## config.mk

```make
export PLATFORM = sky130hd
export DESIGN_NAME = axis_rr_arb
export DESIGN_NICKNAME = d
export VERILOG_FILES = /design/src/rtl/axis_arb_pkg.sv /design/src/rtl/axis_reg_slice.sv /design/src/rtl/axis_rr_arb.sv
export SDC_FILE = /design/constraint.sdc
export NUM_CORES = 1
export LEC_CHECK = 0
export CAP_MARGIN = 20
export CORE_MARGIN = 5
export CORE_UTILIZATION = 43
export CTS_CLUSTER_SIZE = 12
export DETAILED_ROUTE_END_ITERATION = 10
export PLACE_DENSITY = 0.86
export SYNTH_ARGS = -nofsm -noshare
export SYNTH_HDL_FRONTEND = slang
export SYNTH_SLANG_ARGS = --single-unit
```

## constraint.sdc

```tcl
create_clock -name clk -period 4.45 [get_ports clk]
set_clock_uncertainty 0.05 [all_clocks]
set_input_delay 0.6675 -clock clk [delete_from_list [all_inputs] [get_ports clk]]
set_output_delay 0.6675 -clock clk [all_outputs]
set_load 0.1 [all_outputs]
```

## src/rtl/axis_arb_pkg.sv

```systemverilog
// axis_arb_pkg: shared types and helpers for the round-robin
// AXI-Stream packet arbiter.
package axis_arb_pkg;

    typedef enum logic {
        S_IDLE  = 1'b0,
        S_GRANT = 1'b1
    } arb_state_e;

    function automatic int idx_width(input int n);
        return (n > 1) ? $clog2(n) : 1;
    endfunction

endpackage

```

## src/rtl/axis_reg_slice.sv

```systemverilog
// axis_reg_slice: single-entry registered AXI-Stream slice that
// carries tdata/tlast/tid at one beat per cycle.
module axis_reg_slice
    import axis_arb_pkg::*;
#(
    parameter int P_DATA_WIDTH = 16,
    parameter int P_ID_WIDTH   = 2
) (
    input  logic                    clk,
    input  logic                    rst,
    input  logic                    in_valid_i,
    output logic                    in_ready_o,
    input  logic [P_DATA_WIDTH-1:0] in_data_i,
    input  logic                    in_last_i,
    input  logic [P_ID_WIDTH-1:0]   in_id_i,
    output logic                    out_valid_o,
    input  logic                    out_ready_i,
    output logic [P_DATA_WIDTH-1:0] out_data_o,
    output logic                    out_last_o,
    output logic [P_ID_WIDTH-1:0]   out_id_o
);

    logic                    valid_q;
    logic [P_DATA_WIDTH-1:0] data_q;
    logic                    last_q;
    logic [P_ID_WIDTH-1:0]   id_q;

    // Refill in the same cycle the held beat drains.
    assign in_ready_o = !valid_q || out_ready_i;

    always_ff @(posedge clk) begin
        if (rst) begin
            valid_q <= 1'b0;
            data_q  <= '0;
            last_q  <= 1'b0;
            id_q    <= '0;
        end else if (in_valid_i && in_ready_o) begin
            valid_q <= 1'b1;
            data_q  <= in_data_i;
            last_q  <= in_last_i;
            id_q    <= in_id_i;
        end else if (out_ready_i) begin
            valid_q <= 1'b0;
        end
    end

    assign out_valid_o = valid_q;
    assign out_data_o  = data_q;
    assign out_last_o  = last_q;
    assign out_id_o    = id_q;

endmodule

```

## src/rtl/axis_rr_arb.sv

```systemverilog
// axis_rr_arb: packet-granular round-robin merge of N AXI-Stream
// requesters into one registered output stream.
module axis_rr_arb
    import axis_arb_pkg::*;
#(
    parameter int P_DATA_WIDTH = 16,
    parameter int P_NUM_INPUTS = 4,
    parameter int P_MAX_BEATS  = 256,
    localparam int IW = idx_width(P_NUM_INPUTS)
) (
    input  logic                                 clk,
    input  logic                                 rst,
    input  logic [P_NUM_INPUTS-1:0]              s_axis_tvalid,
    output logic [P_NUM_INPUTS-1:0]              s_axis_tready,
    input  logic [P_NUM_INPUTS*P_DATA_WIDTH-1:0] s_axis_tdata,
    input  logic [P_NUM_INPUTS-1:0]              s_axis_tlast,
    output logic                                 m_axis_tvalid,
    input  logic                                 m_axis_tready,
    output logic [P_DATA_WIDTH-1:0]              m_axis_tdata,
    output logic                                 m_axis_tlast,
    output logic [IW-1:0]                        m_axis_tid,
    output logic                                 trunc_err
);

    localparam int CW = $clog2(P_MAX_BEATS + 1);

    arb_state_e              state_q;
    logic [IW-1:0]           grant_q;
    logic [IW-1:0]           last_q;
    logic [CW-1:0]           cnt_q;
    logic                    trunc_q;

    logic                    slice_rdy;
    logic                    acc;
    logic                    beat_last;
    logic                    trunc;
    logic [P_DATA_WIDTH-1:0] beat_data;

    function automatic logic [IW-1:0] rr_pick(
        input logic [P_NUM_INPUTS-1:0] req,
        input logic [IW-1:0]           last
    );
        logic [IW-1:0] pick;
        logic          found;
        pick  = '0;
        found = 1'b0;
        for (int i = 1; i <= P_NUM_INPUTS; i++) begin
            int j;
            j = (int'(last) + i) % P_NUM_INPUTS;
            if (!found && req[j]) begin
                pick  = IW'(j);
                found = 1'b1;
            end
        end
        return pick;
    endfunction

    assign beat_data = s_axis_tdata[int'(grant_q)*P_DATA_WIDTH +: P_DATA_WIDTH];
    assign beat_last = s_axis_tlast[grant_q];
    assign acc       = (state_q == S_GRANT) && slice_rdy
                       && s_axis_tvalid[grant_q];
    // Limit reached on a beat that does not end the packet.
    assign trunc     = !beat_last && (cnt_q == CW'(P_MAX_BEATS - 1));

    always_comb begin
        s_axis_tready = '0;
        if (state_q == S_GRANT && slice_rdy)
            s_axis_tready[grant_q] = 1'b1;
    end

    always_ff @(posedge clk) begin
        if (rst) begin
            state_q <= S_IDLE;
            grant_q <= '0;
            last_q  <= IW'(P_NUM_INPUTS - 1);
            cnt_q   <= '0;
            trunc_q <= 1'b0;
        end else begin
            trunc_q <= acc && trunc;
            case (state_q)
                S_IDLE: begin
                    if (|s_axis_tvalid) begin
                        grant_q <= rr_pick(s_axis_tvalid, last_q);
                        cnt_q   <= '0;
                        state_q <= S_GRANT;
                    end
                end
                S_GRANT: begin
                    if (acc) begin
                        if (beat_last || trunc) begin
                            state_q <= S_IDLE;
                            last_q  <= grant_q;
                            cnt_q   <= '0;
                        end else begin
                            cnt_q <= cnt_q + CW'(1);
                        end
                    end
                end
                default: state_q <= S_IDLE;
            endcase
        end
    end

    axis_reg_slice #(
        .P_DATA_WIDTH(P_DATA_WIDTH),
        .P_ID_WIDTH  (IW)
    ) u_slice (
        .clk        (clk),
        .rst        (rst),
        .in_valid_i (acc),
        .in_ready_o (slice_rdy),
        .in_data_i  (beat_data),
        .in_last_i  (beat_last | trunc),
        .in_id_i    (grant_q),
        .out_valid_o(m_axis_tvalid),
        .out_ready_i(m_axis_tready),
        .out_data_o (m_axis_tdata),
        .out_last_o (m_axis_tlast),
        .out_id_o   (m_axis_tid)
    );

    assign trunc_err = trunc_q;

endmodule

```

==> results of run 1 <==
==> per-stage QoR <==
stage / utilization [%] / instance area [um^2] / hold WS (ps)
finish: 69.26 / 3037 / 402.1
global route: 69.26 / 3037 / 434.4
CTS: 69.26 / 3037 / 404.0
detailed placement: 67.27 / 2949 / 395.5
global placement: 67.27 / 2949 / 391.3
floorplan: - / 1946 / 402.4
==> state kept, by name, summed over array words and instances (netlist names) <==
register / count
u_slice.out_last_o: 1
last_q: 2
grant_q: 2
u_slice.out_id_o: 2
u_slice.out_data_o: 16
u_slice.out_valid_o: 1
cnt_q: 9
state_q: 1
trunc_err: 1
==> layer usage <==
metal,GRT usage (%),vias up,part of all wire [%]
met3,5.621,10,7.9
met1,20.94,919,38
li1,-,953,-
met5,0,-,0
met4,7.388,0,2.2
met2,34.09,79,52
==> layout by cell type, fill, tap and decap left out, drive strengths merged, types with 6 or more instances in the layout <==
master | synthesis | layout
nand2 | 40 | 40
and3 | 6 | 6
nand3 | 8 | 8
clkdlybuf4s50 | 0 | 95
mux4 | 18 | 18
dfxtp | 35 | 35
buf | 6 | 8
a21oi | 22 | 22
nor2 | 11 | 11
clkbuf | 9 | 6
==> area by class of cell <==
type	instances	share of cell area (%)
Clock buffer	6	2.719
Sequential cell	35	23.07
Inverter	4	0.4944
Timing Repair Buffer	103	33.29
Multi-Input combinational cell	151	38.11
Tap cell	52	2.143
Clock inverter	1	0.1648
==> worst min-delay path, delay by kind of cell, from the launching register on <==
family          cells  cell delay [ps]
compound gates      1               50
flops               1              310
simple gates        1               50
==> path summary, 6_finish.rpt <==
kind | to | slack [ps] | from | depth (start not counted)
setup / recovery | cnt_q[3]$_SDFFE_PP0P_ | 1640 | s_axis_tvalid[3] | 5
hold / removal | u_slice.out_data_o[1]$_SDFFE_PP0P_ | 400 | u_slice.out_data_o[1]$_SDFFE_PP0P_ | 2
setup reg to reg | cnt_q[3]$_SDFFE_PP0P_ | 1900 | cnt_q[0]$_SDFFE_PP0P_ | 8
hold reg to reg | u_slice.out_data_o[1]$_SDFFE_PP0P_ | 400 | u_slice.out_data_o[1]$_SDFFE_PP0P_ | 2
==> power by group through the flow <==
stage          logic [uW]  registers (uW)  clock network (uW)
4_1_cts               513             360                 237
2_1_floorplan         214             516                   0
3_3_place_gp          505             365                   0
5_1_grt               540             364                 247
3_5_place_dp          512             367                   0
6_report              509             360                 230
==> logic make-up after synthesis <==
logic type	after synthesis
simple gates	81
compound gates	45
mux	23
flops	35
fa+ha+maj	2
buf+inv	19
==> results_dict.tcl, run 1 <==
set metrics [dict create \
    synthCells 205 \
    synth_xor_area_share_pct 0 \
    drive_above_1_share_pct 12.33 \
    ys_seq_area_share_pct 36.01 \
    placed_cells 345 \
    yosys.area_share.simple_pct 18.78 \
    ys_warn_count 0 \
    yosys.area.top_type_share_pct 36.01 \
    synth.distinct_cells 36 \
    path_clk_slew_ps 70 \
    critPathTopFamily "simple AND/OR/NAND/NOR gates" \
    critical_path_buf_inv_count 1 \
    cts_buffer_depth 2 \
    hold_viol_final 0 \
    gp_congestion 0.7453 \
    ios 100 \
    crit_type "primary input to register" \
    netlist_area_um2 1946 \
    track_usage_pct 19.07 \
    vias 1961 \
    ant_nets 0 \
    synth_nets 282 \
    initial_utilization_pct 44.38 \
    clkSinkCount 35 \
    fin_tns_setup_ps 0 \
    max_freq_mhz 355.7 \
    cts_root_buf "clkbuf_8" \
    comb_power_share_pct 46.3 \
    drc 0 \
    status "finished clean" \
    sw_frac_of_total_pct 40.74 \
    chipHeight_um 77.27 \
    p_total_uw 1099 \
    ff_latch_area_um2 700.7 \
    synth-edff-count 0 \
    pre_cts_ws_ps 1371 \
    first_pass_iters 4 \
    finalWorstSetupSlack_ps 1639 \
    diodes 0 \
    peakVddDrop_mv 0.1589 \
    synth-async-reset-ratio_pct 0 \
    intPower_uw 651.1 \
    dp_hpwl_mm 4.383 \
    yosysTopAreaCell "dfxtp_1" \
    grt_pass1_wl_mm 9.121 \
    synth_compound_area_share_pct 15.95 \
    period_minus_slack_ps 2811 \
    p_leak_uw 0.001098 \
    p_seq_share_pct 32.8 \
    synth_commonest_cells "nand2_1, dfxtp_1, a21oi_1, mux4_2, nor2_1" \
    clkLatencyLatePin_ps 280 \
    synth_top_flop_cell "dfxtp_1" \
    finalMaxSlewViolations 0 \
    antenna_found_initial 0 \
    fillers 356 \
    avgViaCountPerCell 5.571 \
    grt_max_degree 34 \
    wl_mm 5.611 \
    port_buffers 99 \
    dieArea_um2 5970 \
    p_sw_uw 447.7 \
    synth_fa_ha_area_share_pct 1.286 \
    final_nets 377 \
    drt-wirelength-per-cell_um 15.94 \
    synth_top_family_by_area "multiplexers" \
    syn_area_per_cell_um2 9.491 \
    crit_chain "clkdlybuf4s50_1 > mux4_2 > and3_1 > nor2_1 > a311o_2" \
    rsz0062_at_grt "no" \
    setup_violations 0 \
    p_clk_share_pct 20.9 \
    hold_path.class "register to register" \
    fin_crit_sh_pct 63.17 \
    layout.cells.non_filler 352 \
    ys_ff_latch 35 \
    grt_pass1_vias 2009 \
    cts_tree "done" \
    synthMuxAreaShare_pct 23.47 \
    max_cap_viol_count 0 \
    overflow 0 \
    fp-row-count 24 \
    postCtsHoldBufs 0 \
    area_growth_pct 56.08 \
    coreArea_um2 4384 \
    numCtsBuffers 5 \
    cts_resized 0 \
    synth.area.top_cells "dfxtp_1, mux4_2, nand2_1" \
    startpoint_type "primary input" \
    critPathMaxFanout 28 \
    multiInputGateArea_um2 1157 \
    die_w_um 77.27 \
    cp.required_ps 4570 \
    max_stage_delay_ps 790 \
    htree_levels 2 \
    drtIter0Drc 74 \
    crit_arrival_ps 2940 \
    cpMaxStageDelayCell "and3_1" \
    synth.most_common_cell "nand2_1" \
    tightest_slew_ps 1009 \
    endpoint_kind "register" \
    cts_setup_buffers 0 \
    relSlewSlack_pct 32.52 \
    powerDensity_nw_per_um2 361.9 \
]
Note: power is estimated with default switching activity, not from simulation.
==> run 2: changes to the inputs <==
--- a/config.mk
+++ b/config.mk
@@ -7,10 +7,10 @@
 export LEC_CHECK = 0
 export CAP_MARGIN = 20
 export CORE_MARGIN = 5
-export CORE_UTILIZATION = 43
+export CORE_UTILIZATION = 40
 export CTS_CLUSTER_SIZE = 12
 export DETAILED_ROUTE_END_ITERATION = 10
-export PLACE_DENSITY = 0.86
+export PLACE_DENSITY = 0.81
 export SYNTH_ARGS = -nofsm -noshare
 export SYNTH_HDL_FRONTEND = slang
 export SYNTH_SLANG_ARGS = --single-unit
==> constraint.sdc (replaced) <==
create_clock -name clk -period 2.8 [get_ports clk]
set_clock_uncertainty 0.05 [all_clocks]
set_input_delay 0.42 -clock clk [delete_from_list [all_inputs] [get_ports clk]]
set_output_delay 0.42 -clock clk [all_outputs]
set_load 0.1 [all_outputs]
==> run 2 against run 1 <==
Net effect: hold slack better by 4.5 ps; wire length is 4.8% higher; via count is 3.3% higher; critical path type is now register to register; global-route usage is 0.23 points lower; cell count is 6.3% higher; cell area is 2.9% higher; sequential share of layout area is 0.65 points lower; sequential power is 59% higher; critical endpoint unchanged; clock power is 78% higher; non-clock buffer count is 6 higher; combinational power is 66% higher.
==> results_dict.tcl, run 2 (same netlist as run 1, synthesis figures left out) <==
set metrics [dict create \
    hold_viol_final 0 \
    largest_reg_flops 16 \
    finalMaxSlewViolations 0 \
    placed_area_um2 3020 \
    clkSinkCount 35 \
    max_cap_viol_count 0 \
    ios 100 \
    vias 2026 \
    cts_tree "done" \
    pre_cts_ws_ps 283.2 \
    drive_above_1_share_pct 21.82 \
    numCtsBuffers 5 \
    final_nets 383 \
    grt_max_degree 33 \
    chipHeight_um 79.74 \
    avgViaCountPerCell 5.417 \
    crit_chain "ha_1 > and3_1 > and3_1 > and3_1 > ha_1 > or3_1 > a2111oi_4 > a311o_2" \
    ant_nets 0 \
    period_minus_slack_ps 2558 \
    fin_tns_setup_ps 0 \
    coreArea_um2 4723 \
    cp.required_ps 2990 \
    cts_root_buf "clkbuf_8" \
    initial_utilization_pct 41.19 \
    tightest_slew_ps 645.8 \
    drc 0 \
    dieArea_um2 6358 \
    htree_levels 2 \
    relSlewSlack_pct 56.95 \
    antenna_found_initial 0 \
    mostFrequentLayoutCell "clkdlybuf4s50_1" \
    drtIter0Drc 174 \
    setup_violations 0 \
    crit_type "register to register" \
    critPathMaxFanout 8 \
    track_usage_pct 18.85 \
    max_stage_delay_ps 550 \
    rsz0062_at_grt "no" \
    diodes 0 \
    hold_path.class "register to register" \
    p_total_uw 1831 \
    crit_arrival_ps 2750 \
    path_clk_slew_ps 80 \
    status "finished clean" \
    postCtsHoldBufs 0 \
    peakVddDrop_mv 0.3872 \
    port_buffers 99 \
    wl_mm 5.881 \
    cts_resized 0 \
    overflow 0 \
    endpoint_kind "register" \
    cpMaxStageDelayCell "or3_1" \
    layout_common_cells "clkdlybuf4s50_1, nand2_1, dfxtp_1" \
    cp_common_cell "and3_1" \
    fp-row-count 25 \
    die_w_um 79.74 \
    area_growth_pct 60.58 \
    grt_pass1_vias 2115 \
    startpoint_type "register" \
    fin_crit_sh_pct 91.37 \
    dp_hpwl_mm 4.615 \
    drt-wirelength-per-cell_um 15.72 \
    clkLatencyLatePin_ps 290 \
    grt_pass1_wl_mm 9.273 \
    final_cell_area_um2 3124 \
    cts_buffer_depth 2 \
    first_pass_iters 4 \
    p_leak_uw 0.001187 \
    gp_congestion 0.8101 \
    finalWorstSetupSlack_ps 241.5 \
    cts_setup_buffers 0 \
    powerDensity_nw_per_um2 586.0 \
    max_freq_mhz 390.9 \
]
[run 2: cell types whose count changed in the layout (fill, tap and decap cells not counted), sizes merged]
| cell | before | now |
|---|---|---|
| clkinv | 1 | 0 |
| clkbuf | 6 | 7 |
| clkdlybuf4s50 | 95 | 74 |
| buf | 8 | 35 |
| clkinvlp | 0 | 1 |
[run 2: where the power goes]
part           total, uW  switching, uW  internal [uW]
Clock                410            186            224
Sequential           574           30.8            543
Combinational        846            527            320
Total               1830            744           1090
[run 2: worst paths after layout]
check	startpoint	endpoint	slack [ps]	cells past startpoint
worst max-delay path	cnt_q[0]$_SDFFE_PP0P_	cnt_q[3]$_SDFFE_PP0P_	240	8
worst min-delay path	u_slice.out_data_o[13]$_SDFFE_PP0P_	u_slice.out_data_o[13]$_SDFFE_PP0P_	410	2
worst min register to register	u_slice.out_data_o[13]$_SDFFE_PP0P_	u_slice.out_data_o[13]$_SDFFE_PP0P_	410	2
worst max register to register	cnt_q[0]$_SDFFE_PP0P_	cnt_q[3]$_SDFFE_PP0P_	240	8
[run 2: layer usage]
layer | track usage [%] | part of all wire [%]
met4 | 10.30 | 2.8
met2 | 31.89 | 49
met5 | 0 | 0
met3 | 7.223 | 13
met1 | 20.13 | 35
[run 2: layout make-up]
cell class / instances / area, um^2
Multi-Input combinational cell: 151 / 1167
Tap cell: 67 / 83.83
Inverter: 4 / 15.01
Clock buffer: 7 / 96.34
Timing Repair Buffer: 109 / 1054
Clock inverter: 1 / 7.507
Fill cell: 378 / 1599
Sequential cell: 35 / 700.7
[run 2: critical path, delay by kind of cell, from the launching register on]
family / cells / cell delay [ps]
and+or+nand+nor: 4 / 1160
AOI/OAI and AO/OA: 2 / 510
adders and majority gates: 2 / 460
DFF: 1 / 340
[run 2: through the flow]
| stage | utilization (%) | hold slack, ps | cells |
|---|---|---|---|
| 6_report | 66.15 | 406.6 | 374 |
| 5_1_grt | 66.15 | 426.9 | 374 |
| 4_1_cts | 66.15 | 406.4 | 374 |
| 3_5_place_dp | 63.95 | 396.6 | 366 |
| 3_3_place_gp | 63.95 | 392.9 | 366 |
| 2_1_floorplan | - | 402.4 | 205 |
==> run 3: changes to the inputs <==
--- a/config.mk
+++ b/config.mk
@@ -10,6 +10,7 @@
 export CORE_UTILIZATION = 40
 export CTS_CLUSTER_SIZE = 12
 export DETAILED_ROUTE_END_ITERATION = 10
+export HOLD_SLACK_MARGIN = 0.08
 export PLACE_DENSITY = 0.81
 export SYNTH_ARGS = -nofsm -noshare
 export SYNTH_HDL_FRONTEND = slang
==> results of run 3 <==
The final DEF is identical to that of run 2; final timing and power are the same.
